## src/rtl/alu_operand_sequencer_pkg.sv

```systemverilog
// Shared types for the ALU board front end: the ALU function selector used by `top`
// and the operand sequencer's state encoding.
package definitions_pkg;

  typedef enum logic [3:0] {
    FN_ADD    = 4'd0,
    FN_SUB    = 4'd1,
    FN_AND    = 4'd2,
    FN_OR     = 4'd3,
    FN_XOR    = 4'd4,
    FN_NOR    = 4'd5,
    FN_SLL    = 4'd6,
    FN_SRL    = 4'd7,
    FN_SRA    = 4'd8,
    FN_PASS_A = 4'd9
  } test_selector_t;

  localparam int FUNC_W    = $bits(test_selector_t);
  // Must track the member count of test_selector_t above.
  localparam int NUM_FUNCS = 10;

  typedef enum logic [2:0] {
    ST_LOAD_A = 3'd0,
    ST_LOAD_B = 3'd1,
    ST_LOAD_F = 3'd2,
    ST_EXEC   = 3'd3,
    ST_SHOW   = 3'd4
  } seq_state_t;

  function automatic logic func_legal(input logic [FUNC_W-1:0] code);
    return code < FUNC_W'(NUM_FUNCS);
  endfunction

endpackage

```

## src/rtl/alu_operand_sequencer_edge_pulse.sv

```systemverilog
// Rising-edge detector: registers a level input and emits a one-cycle pulse
// in the cycle the level first goes high.
module edge_pulse (
  input  logic clk,
  input  logic reset,
  input  logic i_level,
  output logic o_pulse
);

  logic r_level_q;

  always_ff @(posedge clk) begin
    if (reset) r_level_q <= 1'b0;
    else       r_level_q <= i_level;
  end

  assign o_pulse = i_level & ~r_level_q;

endmodule

```

## src/rtl/alu_operand_sequencer.sv

```systemverilog
// Switch/button front end for the ALU: collects A, B and a function code on enter
// presses, drives `top` with a stable operand pair, then captures LED after settling.
module alu_operand_sequencer
  import definitions_pkg::*;
#(
  parameter int BITS          = 16,
  parameter int SETTLE_CYCLES = 2,
  parameter int CNT_W         = 8
) (
  input  logic             clk,
  input  logic             reset,
  input  logic [BITS-1:0]  sw,
  input  logic             btn_enter,
  input  logic             btn_clear,
  output test_selector_t   alu_func,
  output logic [BITS-1:0]  alu_sw,
  input  logic [BITS-1:0]  alu_led,
  output logic [BITS-1:0]  result,
  output logic             result_valid,
  output logic             func_err,
  output logic [2:0]       state_code,
  output logic [CNT_W-1:0] op_count
);

  localparam int HALF = BITS / 2;
  localparam int SC_W = (SETTLE_CYCLES > 1) ? $clog2(SETTLE_CYCLES) : 1;

  seq_state_t        r_state;
  logic [HALF-1:0]   r_a;
  logic [HALF-1:0]   r_b;
  test_selector_t    r_alu_func;
  logic [BITS-1:0]   r_alu_sw;
  logic [BITS-1:0]   r_result;
  logic              r_result_valid;
  logic              r_func_err;
  logic [CNT_W-1:0]  r_op_count;
  logic [SC_W-1:0]   r_settle_cnt;

  logic              w_enter_pulse;
  logic [FUNC_W-1:0] w_code;
  logic              w_unused_sw_hi;

  // B is keyed in on the low switches too, so the upper half is never read.
  assign w_code         = sw[FUNC_W-1:0];
  assign w_unused_sw_hi = ^sw[BITS-1:HALF];

  edge_pulse u_enter_edge (
    .clk     (clk),
    .reset   (reset),
    .i_level (btn_enter),
    .o_pulse (w_enter_pulse)
  );

  always_ff @(posedge clk) begin
    if (reset) begin
      r_state        <= ST_LOAD_A;
      r_a            <= '0;
      r_b            <= '0;
      r_alu_func     <= test_selector_t'(0);
      r_alu_sw       <= '0;
      r_result       <= '0;
      r_result_valid <= 1'b0;
      r_func_err     <= 1'b0;
      r_op_count     <= '0;
      r_settle_cnt   <= '0;
    end else begin
      r_func_err <= 1'b0;
      if (btn_clear) begin
        // Abandons any operation in flight; the ALU keeps its last operands.
        r_state        <= ST_LOAD_A;
        r_a            <= '0;
        r_b            <= '0;
        r_result_valid <= 1'b0;
      end else begin
        case (r_state)
          ST_LOAD_A: begin
            if (w_enter_pulse) begin
              r_a     <= sw[HALF-1:0];
              r_state <= ST_LOAD_B;
            end
          end
          ST_LOAD_B: begin
            if (w_enter_pulse) begin
              r_b     <= sw[HALF-1:0];
              r_state <= ST_LOAD_F;
            end
          end
          ST_LOAD_F: begin
            if (w_enter_pulse) begin
              if (func_legal(w_code)) begin
                r_alu_func   <= test_selector_t'(w_code);
                r_alu_sw     <= {r_b, r_a};
                r_settle_cnt <= SC_W'(SETTLE_CYCLES - 1);
                r_state      <= ST_EXEC;
              end else begin
                r_func_err <= 1'b1;
              end
            end
          end
          ST_EXEC: begin
            if (r_settle_cnt == '0) begin
              r_result       <= alu_led;
              r_result_valid <= 1'b1;
              r_op_count     <= r_op_count + CNT_W'(1);
              r_state        <= ST_SHOW;
            end else begin
              r_settle_cnt <= r_settle_cnt - SC_W'(1);
            end
          end
          ST_SHOW: begin
            if (w_enter_pulse) r_state <= ST_LOAD_A;
          end
          default: r_state <= ST_LOAD_A;
        endcase
      end
    end
  end

  assign alu_func     = r_alu_func;
  assign alu_sw       = r_alu_sw;
  assign result       = r_result;
  assign result_valid = r_result_valid;
  assign func_err     = r_func_err;
  assign state_code   = r_state;
  assign op_count     = r_op_count;

endmodule

```

## config.mk

```make
export PLATFORM = sky130hd
export DESIGN_NAME = alu_operand_sequencer
export DESIGN_NICKNAME = d
export VERILOG_FILES = /design/src/rtl/alu_operand_sequencer_pkg.sv /design/src/rtl/alu_operand_sequencer_edge_pulse.sv /design/src/rtl/alu_operand_sequencer.sv
export SDC_FILE = /design/constraint.sdc
export NUM_CORES = 1
export LEC_CHECK = 0
export CAP_MARGIN = 15
export CORE_UTILIZATION = 42
export CTS_CLUSTER_DIAMETER = 30
export DETAILED_ROUTE_END_ITERATION = 6
export PLACE_DENSITY = 0.82
export SETUP_SLACK_MARGIN = 0.3
export SYNTH_ARGS = -nofsm -noshare
export SYNTH_HDL_FRONTEND = slang
export SYNTH_SLANG_ARGS = --single-unit
```

## constraint.sdc

```tcl
create_clock -name clk -period 1.5 [get_ports clk]
set_input_delay 0.375 -clock clk [delete_from_list [all_inputs] [get_ports clk]]
set_output_delay 0.375 -clock clk [all_outputs]
set_load 0.03 [all_outputs]
```

; Yosys cells after proc, flatten, opt, wreduce, memory -nomap -nowiden
; Cells that the tools add are included.
[word_totals]
output_inout_bits = 49
input_bits = 36
register_bits = 67
[op_classes]
reduce_logical = 11
order_cmp = 1
n_bitwise = 6
mux = 12
eq_ne = 10
add_sub_neg = 2
[ops]
columns = operator, count
row1 = 3-bit 2-to-1 mux, 6
row2 = 3-bit case mux with 5 select lines, 1
row3 = "8-bit by 1-bit adder with 8-bit output, second input constant", 1
row4 = "2-bit by 1-bit != test with 1-bit output, second input constant", 4
row5 = 4-bit AND reduction, 2
row6 = "3-bit by 2-bit == test with 1-bit output, second input constant", 2
row7 = 2-bit AND reduction, 3
row8 = 6-bit AND reduction, 1
row9 = 1-bit NOT, 5
row10 = "4-bit < comparator, second input constant", 1
row11 = 1-bit 2-to-1 mux, 4
row12 = "2-bit != test, second input constant", 2
row13 = 4-bit OR reduction, 1
row14 = "3-bit by 1-bit == test with 1-bit output, second input constant", 1
row15 = "3-bit == test, second input constant", 1
row16 = 3-bit logical NOT, 1
row17 = 3-bit AND reduction, 1
row18 = 1-bit case mux with 2 select lines, 1
row19 = 2-bit nonzero test, 1
row20 = 2-bit OR reduction, 1
row21 = 1-bit AND, 1
row22 = "1-bit subtractor, second input constant", 1

; Logic depth before layout (Yosys ltp)
; Gate-level depths: netlist of the first run.
[depth]
ltp_word = 4
depth_mapped = 6
depth_no_buf = 4

; By module
; From an unflattened synthesis of the first run, not the netlist that was laid out.
[hier_totals]
cells_unflattened = 306
hier_area_um2 = 2745.1
[modules_own_cells]
columns = mod, instances, seq_area_each_um2, cells_per_inst, area_per_inst_um2
row1 = alu_operand_sequencer, 1, 1321.3, 303, 2697.6
row2 = edge_pulse, 1, 20.0, 3, 47.5

; Worst setup path before layout of the first run
; OpenSTA, ideal clock, no wires.
[synth_path]
path_kind = register to register
start = register r_state[1], in the netlist state_code[1]
end = register r_op_count[7], in the netlist op_count[7]
setup_slack_ns = -0.230
path_buffers = 1
t_required_ns = 1.377
t_arrival_ns = 1.607
stages_incl_launch_ff = 5
path_cell_list = dfxtp_1 -> buf_2 -> nand4bb_1 -> nor4_1 -> mux2_1
[synth_between]
elab_chain_cells = 2
[synth_rtl]
columns = item, line
row1 = start: declaration, alu_operand_sequencer.sv:28  ; seq_state_t r_state;
row2 = start signal: assignment, alu_operand_sequencer.sv:56  ; r_state <= ST_LOAD_A;
row3 = start signal: assignment, alu_operand_sequencer.sv:70  ; r_state <= ST_LOAD_A;
row4 = start signal: assignment, alu_operand_sequencer.sv:79  ; r_state <= ST_LOAD_B;
row5 = 3-bit by 2-bit == test with 1-bit output, alu_operand_sequencer.sv:75  ; case (r_state)
row6 = 3-bit AND reduction (no line), --
row7 = end signal: assignment, alu_operand_sequencer.sv:104  ; r_op_count <= r_op_count + CNT_W'(1);
row8 = end: declaration, alu_operand_sequencer.sv:36  ; logic [CNT_W-1:0] r_op_count;
; Every way passes these cells.
; A chain may end at the register's enable or synchronous reset.

; Worst setup path after layout of the first run
[layout_path]
start = register r_state[2], in the netlist state_code[2]
end = register r_alu_sw[7], in the netlist alu_sw[7]
[layout_between]
elab_chain_cells = 2
[layout_rtl]
columns = item, line
row1 = 3-bit by 2-bit == test with 1-bit output, alu_operand_sequencer.sv:75
row2 = 4-bit AND reduction (no line), --
row3 = end signal: assignment, alu_operand_sequencer.sv:92  ; r_alu_sw <= {r_b, r_a};
row4 = end: declaration, alu_operand_sequencer.sv:32  ; logic [BITS-1:0] r_alu_sw;
; Every way passes these cells.

==> results of run 1 <==
flip-flops by register name (all words and copies together), names as in the netlist:
| signal | count |
|---|---|
| op_count | 8 |
| func_err | 1 |
| u_enter_edge.r_level_q | 1 |
| r_b | 8 |
| r_settle_cnt | 1 |
| result | 16 |
| alu_func | 4 |
| alu_sw | 16 |
| state_code | 3 |
| result_valid | 1 |
| r_a | 8 |
area by class of cell:
| cell class | count | share of cell area (%) |
|---|---|---|
| tap | 77 | 1.85 |
| sequential | 67 | 27.4 |
| multi-input combinational | 218 | 35.0 |
| timing repair buffer | 154 | 31.4 |
| clock buffer | 11 | 3.12 |
| inverter | 5 | 0.432 |
| clock inverter | 4 | 0.888 |
cells in the mapped netlist (all sizes together):
library cell | n | area share (%)
mux2i | 20 | 7.3
buf | 8 | 2.4
nor2 | 7 | 0.95
nor4 | 2 | 1.0
ha | 1 | 0.45
nor3b | 2 | 0.73
o21a | 1 | 0.27
nand2b | 2 | 0.45
o31ai | 3 | 0.82
nand4bb | 3 | 1.2
nor4b | 1 | 0.32
clkinv | 1 | 0.14
nor2b | 3 | 0.68
o41ai | 1 | 0.32
nand3 | 37 | 6.7
nor3 | 2 | 0.36
nor4bb | 1 | 0.36
dfxtp | 67 | 49
o211ai | 1 | 0.27
clkbuf | 18 | 2.5
or2 | 2 | 0.45
inv | 4 | 0.55
or3 | 1 | 0.23
o211a | 1 | 0.36
o21ai | 35 | 6.4
o311ai | 1 | 0.32
or4 | 3 | 0.82
nand4 | 1 | 0.23
a32oi | 1 | 0.32
mux2 | 2 | 0.82
or3b | 1 | 0.32
a211oi | 1 | 0.27
a21oi | 38 | 6.9
nand3b | 2 | 0.55
nand2 | 41 | 5.6
timing repair:
item,in CTS,in global routing
resized for setup,410,100
endpoints found under the setup margin,115,114
buffers inserted,20,20
cloned,6,4
pin swaps,24,31
per-layer routing:
metal	up-vias	track usage, %	wire length (µm)
li1	1401	-	-
met4	0	10.2	336
met2	140	45.2	6010
met1	1533	29.6	4030
met3	26	9.24	665
met5	-	0	0
per-stage QoR:
stage	TNS, ps	util (%)	hold WS, ps	setup WS (ps)
2_1_floorplan	-2150	-	435	-107
3_3_place_gp	-14590	61.2	443	-338
3_5_place_dp	-16490	61.2	453	-377
4_1_cts	0	72.6	456	62.3
5_1_grt	-367	82.1	482	-46.5
6_report	-6.07	82.1	462	-3.37
where the power goes:
part           internal [µW]  total, µW  switching (µW)
Combinational            172        370             199
Clock                    901       1650             746
Sequential              1770       1790            13.0
cell families after synthesis:
group | share of synthesized area, %
buffers and inverters | 5.50
adder cells (fa/ha/maj) | 0.454
multiplexers | 8.09
flip-flops | 48.7
AO/OA/AOI/OAI | 16.2
AND/OR/NAND/NOR | 21.0
worst max-delay path: cells and delay by family (launching register included):
family / cells / cell delay [ps]
AND/OR/NAND/NOR: 2 / 530
flip-flops: 1 / 380
multiplexers: 1 / 190
buffers and inverters: 2 / 320
worst paths after layout:
check	endpoint	slack, ps	depth (start not counted)
max	alu_sw[7]	-3	5
min	alu_sw[5]	460	2
max reg2reg	alu_sw[7]	-3	5
min reg2reg	alu_sw[5]	460	2
==> flow_summary.ini, run 1 <==
[synthesis]
syn_nets = 352
ys_types = 41
netlist_area_mm2 = 0.00275
yosysWarnings = 0
seq_area_frac_synth_pct = 48.7
synth.avg_cell_area_um2 = 8.74
ys_seq_elements = 67
syn_inst = 315

[sta]
rsz0062_at_grt = yes
finClkSkew_ps = 7.53
layout_setup_ws_ps = -3.37
finalHoldViolCount = 0
final.period_utilization_pct = 100
slew_viol_final = 0
finalSetupViolations = 2
fmaxAchievable_mhz = 665
tightest_slew_ps = 357
maxSlewHeadroom_pct = 75.9
layout_min_cycle_time_ps = 1500

[final_layout]
layout.cells.non_filler = 536
nNetsFinal = 492
regArea_mm2 = 0.00143
mostFrequentLayoutCells = 72 x buf_6, 42 x buf_4, 41 x dfxtp_2
drive_above_1_share_pct = 61.7
multi_input_area_mm2 = 0.00182
syn_to_final_growth_pct = 89.4
final_common_cell = buf_6
fin_area_mm2 = 0.00521
num_antenna_cells = 0
fillers = 348

[cts]
cts_hold_buf = 0
cts_num_sinks = 67
cts_max_path_buffers = 2
clk_latency_ps = 350
clkTransAtPathRegs_ps = 80
cts_made_buffers = 9
cts_tree = built
htreeDepth = 3
cts_root_buf = clkbuf_8

[placed_design]
io_buffers = 76
gp_congestion = 0.801
place_area_mm2 = 0.00389
hpwl_mm = 4.92
post-place-cells = 471

[pwr]
vdd_drop_max_uv = 661
power_density_mw_per_mm2 = 730
power_uw = 3800
p_leak_uw = 0.00190

[route]
wirelength_mm = 11.0
drt_iter0_drc = 177
routed_via_density = 5.78
wl_per_cell_um = 20.6
drcViolationCount = 0
vias = 3100
ant_nets = 0
firstDrtPassIters = 4

[critical_path]
path_class = register to register
start_kind = register
worst_path_max_delay_cell = dfxtp_4
rr_startpoint = state_code[2]
critPathRequiredTime_ps = 1770
critPathMaxStageDelay_ps = 380
cp_cell_sequence = or2_4, nor4_4, buf_6, buf_8, mux2i_1
end_kind = register
worstSetupStartpoint = state_code[2]
worstPathArrival_ps = 1780
cp_max_fo = 6

[floorplan]
die_h_um = 83.0
core_area_mm2 = 0.00635
initial_core_util_pct = 43.3
die_width_um = 83.0
dieArea_mm2 = 0.00688
num_io_pins = 85
rows = 29

[grt]
grt_pass1_vias = 3062
grt_overflow = 0
grt_max_degree = 42
antenna_found_initial = 0
grt.total_usage_pct = 26.2
grt_pass1_wl_mm = 14.4

[job]
max_cap_violations = 0

[hold_path]
min_from = alu_sw[5]
worst_hold_path_type = register to register

[run_status]
status = finished, violations left
violations = negative setup slack
Note: power is estimated with default switching activity, not from simulation.
==> run 2, diff against run 1 <==
PLACE_DENSITY = 0.76   (was 0.82)
SYNTH_HIERARCHICAL = 1   (was default)
==> run 2 against run 1 <==
The run still ends with negative setup slack left. Power shrank 4.3%. Register-to-register slack got worse by 60 ps. Sequential share of layout area rose by 2.3 points. Sequential cell count stayed put. Global-route usage fell by 2.6 points. Largest power group unchanged. Sequential power about the same. Die area shrank 0.27%. Area after synthesis shrank 0.27%. Largest cell class unchanged. Hold slack worse by 71 ps. Fmax is 4.0% lower. Setup slack lost 62 ps.
==> flow_summary.ini, run 2 <==
[sta]
finalHoldViolCount = 0
finClkSkew_ps = 8.22
final.period_utilization_pct = 104
slew_viol_final = 0
hold_ws_ps = 391
tightest_slew_ps = 382
maxSlewHeadroom_pct = 74.3
fmaxAchievable_mhz = 639
rsz0062_at_grt = yes
layout_setup_ws_ps = -65.4
layout_min_cycle_time_ps = 1570
finalSetupViolations = 17

[cts]
htreeDepth = 3
cts_root_buf = clkbuf_8
cts_num_sinks = 67
cts_made_buffers = 9
cts_tree = built
clk_latency_ps = 340
cts_max_path_buffers = 2
clkTransAtPathRegs_ps = 70

[synthesis]
async_flop_share_pct = 0
ys.flop_type = dfxtp_1
seq_area_frac_synth_pct = 48.9
netlist_area_mm2 = 0.00275
synthTopCellsByArea = dfxtp_1 49%, mux2i_1 10%, a21oi_1 5.7%
ys_types = 36
syn_inst = 306
yosysMostFrequentCell = dfxtp_1
synth_edf_count = 0
synth_top_cell_by_area = dfxtp_1
syn_nets = 343
synth_top_area_share_pct = 48.9
yosysWarnings = 6
netlist_top_cells_count = 67 x dfxtp_1, 38 x nand2_1, 31 x a21oi_1
ys_seq_elements = 67
synth.avg_cell_area_um2 = 8.97

[grt]
grt_pass1_wl_mm = 13.0
grt_overflow = 0
grt.total_usage_pct = 23.7
grt_max_degree = 31
grt_pass1_vias = 2673
antenna_found_initial = 0

[critical_path]
cp.depth = 6
crit_family = simple AND/OR/NAND/NOR gates
rr_startpoint = u_enter_edge/r_level_q
cp_max_fo = 10
r2r-end = alu_sw[1]
worstSetupStartpoint = u_enter_edge/r_level_q
crit_buf_inv = 2
reg2reg_depth = 6
cp_cell_sequence = nor2b_4, nand4bb_4, nor3b_4, buf_4, buf_16, mux2i_1
start_kind = register
end_kind = register
path_class = register to register
r2r_slack_ps = -70
critPathMaxStageDelay_ps = 340
worst_path_max_delay_cell = dfxtp_2
worstPathArrival_ps = 1830
endpoint = alu_sw[1]
critPathRequiredTime_ps = 1760

[pwr]
p_leak_uw = 0.00183
swShare_pct = 24.0
p_sw_uw = 874
internal-power_uw = 2770
power_frac_seq_pct = 49.1
vdd_drop_max_uv = 575
clock_power_share_pct = 41.5
power_uw = 3640
power_density_mw_per_mm2 = 758
comb_power_share_pct = 9.4

[placed_design]
hpwl_mm = 4.51
gp_congestion = 0.754
io_buffers = 76

[route]
wl_per_cell_um = 18.7
routed_via_density = 5.55
drt_iter0_drc = 204
drcViolationCount = 0
wirelength_mm = 9.72
vias = 2879
ant_nets = 0
firstDrtPassIters = 4

[final_layout]
final_common_cell = buf_6
nNetsFinal = 474
mostFrequentLayoutCells = 64 x buf_6, 42 x dfxtp_2, 42 x buf_4
regArea_mm2 = 0.00142
num_antenna_cells = 0
drive_above_1_share_pct = 52.5
syn_to_final_growth_pct = 74.9
fillers = 390
utilization_pct = 76.0
multi_input_area_mm2 = 0.00154

[floorplan]
rows = 29
dieArea_mm2 = 0.00686
die_width_um = 82.8
core_area_mm2 = 0.00631
die_h_um = 82.8
num_io_pins = 85
initial_core_util_pct = 43.5

[run_status]
status = finished, violations left
violations = negative setup slack

[job]
max_cap_violations = 0

[hold_path]
worst_hold_path_type = input port to register
min_from = btn_enter
==> run 2: through the flow <==
step / std cells / setup TNS [ps] / area (µm²) / worst slack (ps)
global route: 519 / -1330 / 4800 / -99.8
detailed placement: 458 / -22960 / 3810 / -519
finish: 519 / -357 / 4800 / -65.4
floorplan: 306 / 0 / 2870 / 72.3
CTS: 496 / 0 / 4440 / 86.0
global placement: 458 / -21680 / 3810 / -443
==> run 2: power groups by stage <==
stage / combinational [µW] / sequential (µW) / clock, µW
2_1_floorplan: 116 / 1840 / 0
3_3_place_gp: 262 / 1840 / 0
3_5_place_dp: 263 / 1840 / 0
4_1_cts: 303 / 1790 / 1510
5_1_grt: 359 / 1790 / 1620
6_report: 343 / 1790 / 1510
==> run 2: kinds of logic after synthesis <==
logic type	Yosys count	synth area share (%)
simple gates	119	23.5
flops	67	48.9
fa+ha+maj	1	0.456
buf+inv	29	4.47
compound gates	60	11.7
mux	30	11.0
==> run 2: layout make-up <==
| class | count | area share [%] |
|---|---|---|
| tap | 77 | 2.01 |
| inverter | 5 | 0.391 |
| clock buffer | 12 | 3.02 |
| multi-input combinational | 210 | 32.0 |
| sequential | 67 | 29.7 |
| timing repair buffer | 144 | 31.9 |
| clock inverter | 4 | 0.990 |
==> run 2: repair_timing <==
| action | in CTS | in global routing |
|---|---|---|
| hold buffers | 0 | 0 |
| pin swaps | 11 | 14 |
| cloned | 4 | 0 |
| gates resized for setup | 386 | 62 |
| setup endpoints to repair | 115 | 114 |
| buffers inserted | 18 | 23 |
==> run 2: how the worst min path moves through the flow <==
stage	depth (start not counted)	endpoint
6_report	2	u_enter_edge/r_level_q
5_1_grt	2	u_enter_edge/r_level_q
4_1_cts	2	u_enter_edge/r_level_q
3_5_place_dp	2	alu_func[2]
3_3_place_gp	2	alu_sw[11]
2_1_floorplan	2	alu_sw[10]
==> run 2: routing by layer <==
metal / GRT usage [%] / routed length, µm
met4: 12.4 / 364
met1: 29.0 / 3740
met3: 3.98 / 569
met2: 39.9 / 5040
met5: 0 / 0
==> run 2: worst register-to-register path, stage by stage (launching register included) <==
cell and delay (ps):
dfxtp_2 340, nor2b_4 180, nand4bb_4 160, nor3b_4 280, buf_4 190, buf_16 150
mux2i_1 210
==> run 3, diff against run 2 <==
SETUP_SLACK_MARGIN = 0.15   (was 0.3)
==> run 3 against run 2 <==
The flow still finishes with violations (negative setup slack). Global-route usage is 0.55 points higher. Clock-buffer cell count is the same. Power rose by 3.2%. Critical endpoint is now r_a[0]. Non-clock buffer count down 10. Clock power up 5%. Design area down 2.0%. Critical path type unchanged. Critical path depth up 1.
==> flow_summary.ini, run 3 (same netlist as run 2, synthesis figures left out) <==
[cts]
clkTransAtPathRegs_ps = 80
cts_made_buffers = 9
cts_max_path_buffers = 2
htreeDepth = 3
cts_hold_buf = 0
cts_tree = built
clk_latency_ps = 340
cts_root_buf = clkbuf_8
cts_num_sinks = 67

[grt]
grt_pass1_vias = 2613
grt_overflow = 0
grt.total_usage_pct = 24.2
antenna_found_initial = 0
grt_pass1_wl_mm = 13.3
grt_max_degree = 26

[final_layout]
utilization_pct = 74.5
syn_to_final_growth_pct = 71.4
regArea_mm2 = 0.00137
layout.cells.non_filler = 509
fillers = 397
final_common_cell = dfxtp_1
nNetsFinal = 464
mostFrequentLayoutCells = 58 x dfxtp_1, 44 x buf_2, 32 x nand2_1
drive_above_1_share_pct = 48.4
num_antenna_cells = 0
multi_input_area_mm2 = 0.00177

[route]
vias = 2840
wirelength_mm = 10.1
firstDrtPassIters = 4
ant_nets = 0
drcViolationCount = 0
routed_via_density = 5.58
wl_per_cell_um = 19.9
drt_iter0_drc = 152

[job]
max_cap_violations = 0

[critical_path]
cp_max_fo = 8
worstPathArrival_ps = 1890
end_kind = register
path_class = register to register
rr_startpoint = u_enter_edge/r_level_q
r2r_slack_ps = -150
cp_cell_sequence = nor2b_4, buf_6, buf_6, nor4b_2, buf_4, nand2_1, a21oi_1
critPathRequiredTime_ps = 1740
crit_buf_inv = 3
cp.depth = 7
crit_family = simple AND/OR/NAND/NOR gates
worst_path_max_delay_cell = dfxtp_2
r2r-end = r_a[0]
critPathMaxStageDelay_ps = 330
reg2reg_depth = 7
start_kind = register
path_common_cell = buf_6

[floorplan]
num_io_pins = 85
dieArea_mm2 = 0.00686
rows = 29
die_h_um = 82.8
die_width_um = 82.8
initial_core_util_pct = 43.5
core_area_mm2 = 0.00631

[pwr]
power_density_mw_per_mm2 = 798
power_uw = 3760
vdd_drop_max_uv = 600
p_leak_uw = 0.00176

[hold_path]
worst_hold_path_type = input port to register
min_from = btn_enter
worstHoldEndpoint = u_enter_edge/r_level_q
hold_path_depth = 2

[placed_design]
pre_cts_ws_ps = -536
post-place-cells = 461
hpwl_mm = 4.52
io_buffers = 76
gp_congestion = 0.766

[sta]
fmaxAchievable_mhz = 606
final.period_utilization_pct = 110
slew_viol_final = 0
layout_min_cycle_time_ps = 1650
finClkSkew_ps = 10.8
finalHoldViolCount = 0
hold_ws_ps = 395
finalSetupViolations = 8
tightest_slew_ps = 448
rsz0062_at_grt = yes
layout_setup_ws_ps = -149
maxSlewHeadroom_pct = 69.7

[run_status]
status = finished, violations left
violations = negative setup slack
## run 3: report_power, final
group	internal [µW]	leakage (µW)	switching (µW)
Clock	899	0.000113	682
Combinational	190	0.00111	193
Sequential	1780	0.000546	11.4
## run 3: metrics by stage
stage	setup TNS, ps	cell area [µm²]
global placement	-21690	3790
CTS	0	4370
detailed placement	-23770	3790
floorplan	0	2810
finish	-294	4710
global route	-1120	4710
## run 3: timing repair
item | 4_1_cts | 5_1_grt
endpoints found under the setup margin | 111 | 101
gates resized for setup | 211 | 165
gates cloned | 6 | 3
setup buffers | 16 | 7
pin swaps | 8 | 46
## run 3: layout make-up
cell class | instances | area share, %
multi-input cells | 210 | 37.7
flip-flops and latches | 67 | 29.0
repair buffers | 134 | 26.3
clock buffers | 12 | 3.51
well taps | 77 | 2.05
clock inverters | 4 | 0.984
inverters | 5 | 0.399
## run 3: routing by layer
layer | global-route usage [%] | vias up | part of all wire [%]
met5 | 0 | - | 0
met3 | 4.27 | 41 | 4.9
met4 | 11.8 | 0 | 5.1
met1 | 30.6 | 1388 | 41
met2 | 40.0 | 111 | 49
li1 | - | 1300 | -
## run 3: worst max path at each step
stage / to / startpoint / slack (ps)
floorplan: op_count[7] / state_code[2] / 70
global placement: alu_sw[5] / btn_enter / -450
detailed placement: alu_sw[10] / btn_enter / -540
CTS: r_b[0] / u_enter_edge/r_level_q / 60
global route: r_a[0] / u_enter_edge/r_level_q / -170
finish: r_a[0] / u_enter_edge/r_level_q / -150
==> variant (config.mk and constraints of run 1) <==
`CNT_W`: 8 -> 12.
--- a/src/rtl/alu_operand_sequencer.sv
+++ b/src/rtl/alu_operand_sequencer.sv
@@ -7,3 +7,3 @@
   parameter int SETTLE_CYCLES = 2,
-  parameter int CNT_W         = 8
+  parameter int CNT_W         = 12
 ) (
Interface: changed (resized op_count); port bits go from 85 to 89. The function was not compared with the original's and may differ.
==> variant against run 1 <==
- the run still ends with negative setup slack left
- core utilization is 2.7 points lower
- routed wire length increased by 7.8%
- design area grew 5.8%
- worst setup slack got worse by 0.039 ns
- clock power increased by 2%
- sequential cell count is 4 higher
- synthesized area grew 12%
- power rose by 5.3%
- critical endpoint is now alu_sw[13]
- largest power group unchanged
==> variant: results (changes against run 1) <==
{
  "inserted_tap_cell_count": {"value": 96, "change": "+25%"},
  "fraction_of_area_in_clock_buffers_and_inverters": {"value": 0.03902, "change": "-0.001067"},
  "dr.first_iter.drc_count": {"value": 211, "change": "+19%"},
  "critical_path_arrival": {"value": 1.82, "unit": "ns", "change": "+0.04 ns"},
  "final_net_count": {"value": 519, "change": "+5.5%"},
  "powerClk": {"value": 1690, "unit": "uW", "change": "+2%"},
  "post_synthesis_adder_cell_area_fraction": {"value": 0.004068, "change": "-0.0004771"},
  "final_setup_slack_of_the_worst_path": {"value": -0.04214, "unit": "ns", "change": "-0.03878 ns"},
  "synth_common_cells": {"value": "sky130_fd_sc_hd__dfxtp_1, sky130_fd_sc_hd__a21oi_1, sky130_fd_sc_hd__nand2b_1, sky130_fd_sc_hd__o21ai_0, sky130_fd_sc_hd__nand3_1"},
  "pin_count_of_the_biggest_net_entering_global_routing": {"value": 22, "change": "-48%"},
  "setup_total_negative_slack": {"value": -0.1006, "unit": "ns", "change": "-0.09453 ns"},
  "layout.filler_cells": {"value": 374, "change": "+7.5%"},
  "detailroute.via_count": {"value": 3327, "change": "+7.3%"},
  "post-dp-hpwl": {"value": 5.440, "unit": "mm", "change": "+11%"},
  "setup_viol": {"value": 4, "change": "+2"},
  "failed_checks": {"value": "negative setup slack"},
  "grt_pass1_vias": {"value": 3042, "change": "-0.65%"},
  "critical_path.max_fanout": {"value": 5, "change": "-1"},
  "dp_cells": {"value": 526, "change": "+12%"},
  "clkbuf_count": {"value": 12, "change": "+1"},
  "pg_seq": {"value": 1890, "unit": "uW", "change": "+6%"},
  "wire_per_inst": {"value": 20.41, "unit": "um", "change": "-0.84%"},
  "port-buffer-count": {"value": 80, "change": "+5.3%"},
  "p_sw_frac": {"value": 0.2554, "change": "+0.003455"},
  "non_clock_buffer_area_share": {"value": 0.2999, "change": "-0.01382"},
  "multi_input_comb_cells": {"value": 241, "change": "+11%"},
  "run_status": {"value": "finished with violations"},
  "drive_above_1_share": {"value": 0.5934, "change": "-0.02313"},
  "worstReg2RegEnd": {"value": "alu_sw[13]"},
  "avg_synthesized_cell_area": {"value": 9.045, "unit": "um^2", "change": "+3.5%"},
  "postLayoutCoreUtil": {"value": 0.7942, "change": "-0.02665"},
  "cellLeakagePower": {"value": 0.001995, "unit": "uW", "change": "+4.9%"},
  "detailed_place.area": {"value": 4293, "unit": "um^2", "change": "+10%"},
  "synth-compound-area-share": {"value": 0.1530, "change": "-0.009303"}
}
variant: cell count changes in the layout (fill, tap and decap cells not counted), sizes merged, moves of 4 or more:
| cell | change |
|---|---|
| buf | +7 |
| dfxtp | +4 |
| nand2 | -34 |
| nand2b | +39 |
| nor2b | +4 |
variant: per-layer routing:
layer  global-route usage  share of wire  wire length, um  up-vias
met5                    0              0                0        -
li1                     -              -                -     1502
met3              0.07823          0.067              802       51
met4              0.09985          0.045              540        0
met2               0.4354           0.53             6250      191
met1               0.2954           0.36             4305     1583
variant: how the worst max path moves through the flow:
stage / start / endpoint / slack, ns / cells after the start
2_1_floorplan: state_code[2] / alu_sw[0] / -0.13 / 6
3_3_place_gp: btn_clear / op_count[9] / -0.36 / 5
3_5_place_dp: btn_enter / alu_sw[7] / -0.43 / 5
4_1_cts: state_code[0] / state_code[0] / 0.02 / 3
5_1_grt: state_code[0] / alu_sw[7] / -0.09 / 5
6_report: state_code[2] / alu_sw[13] / -0.04 / 5
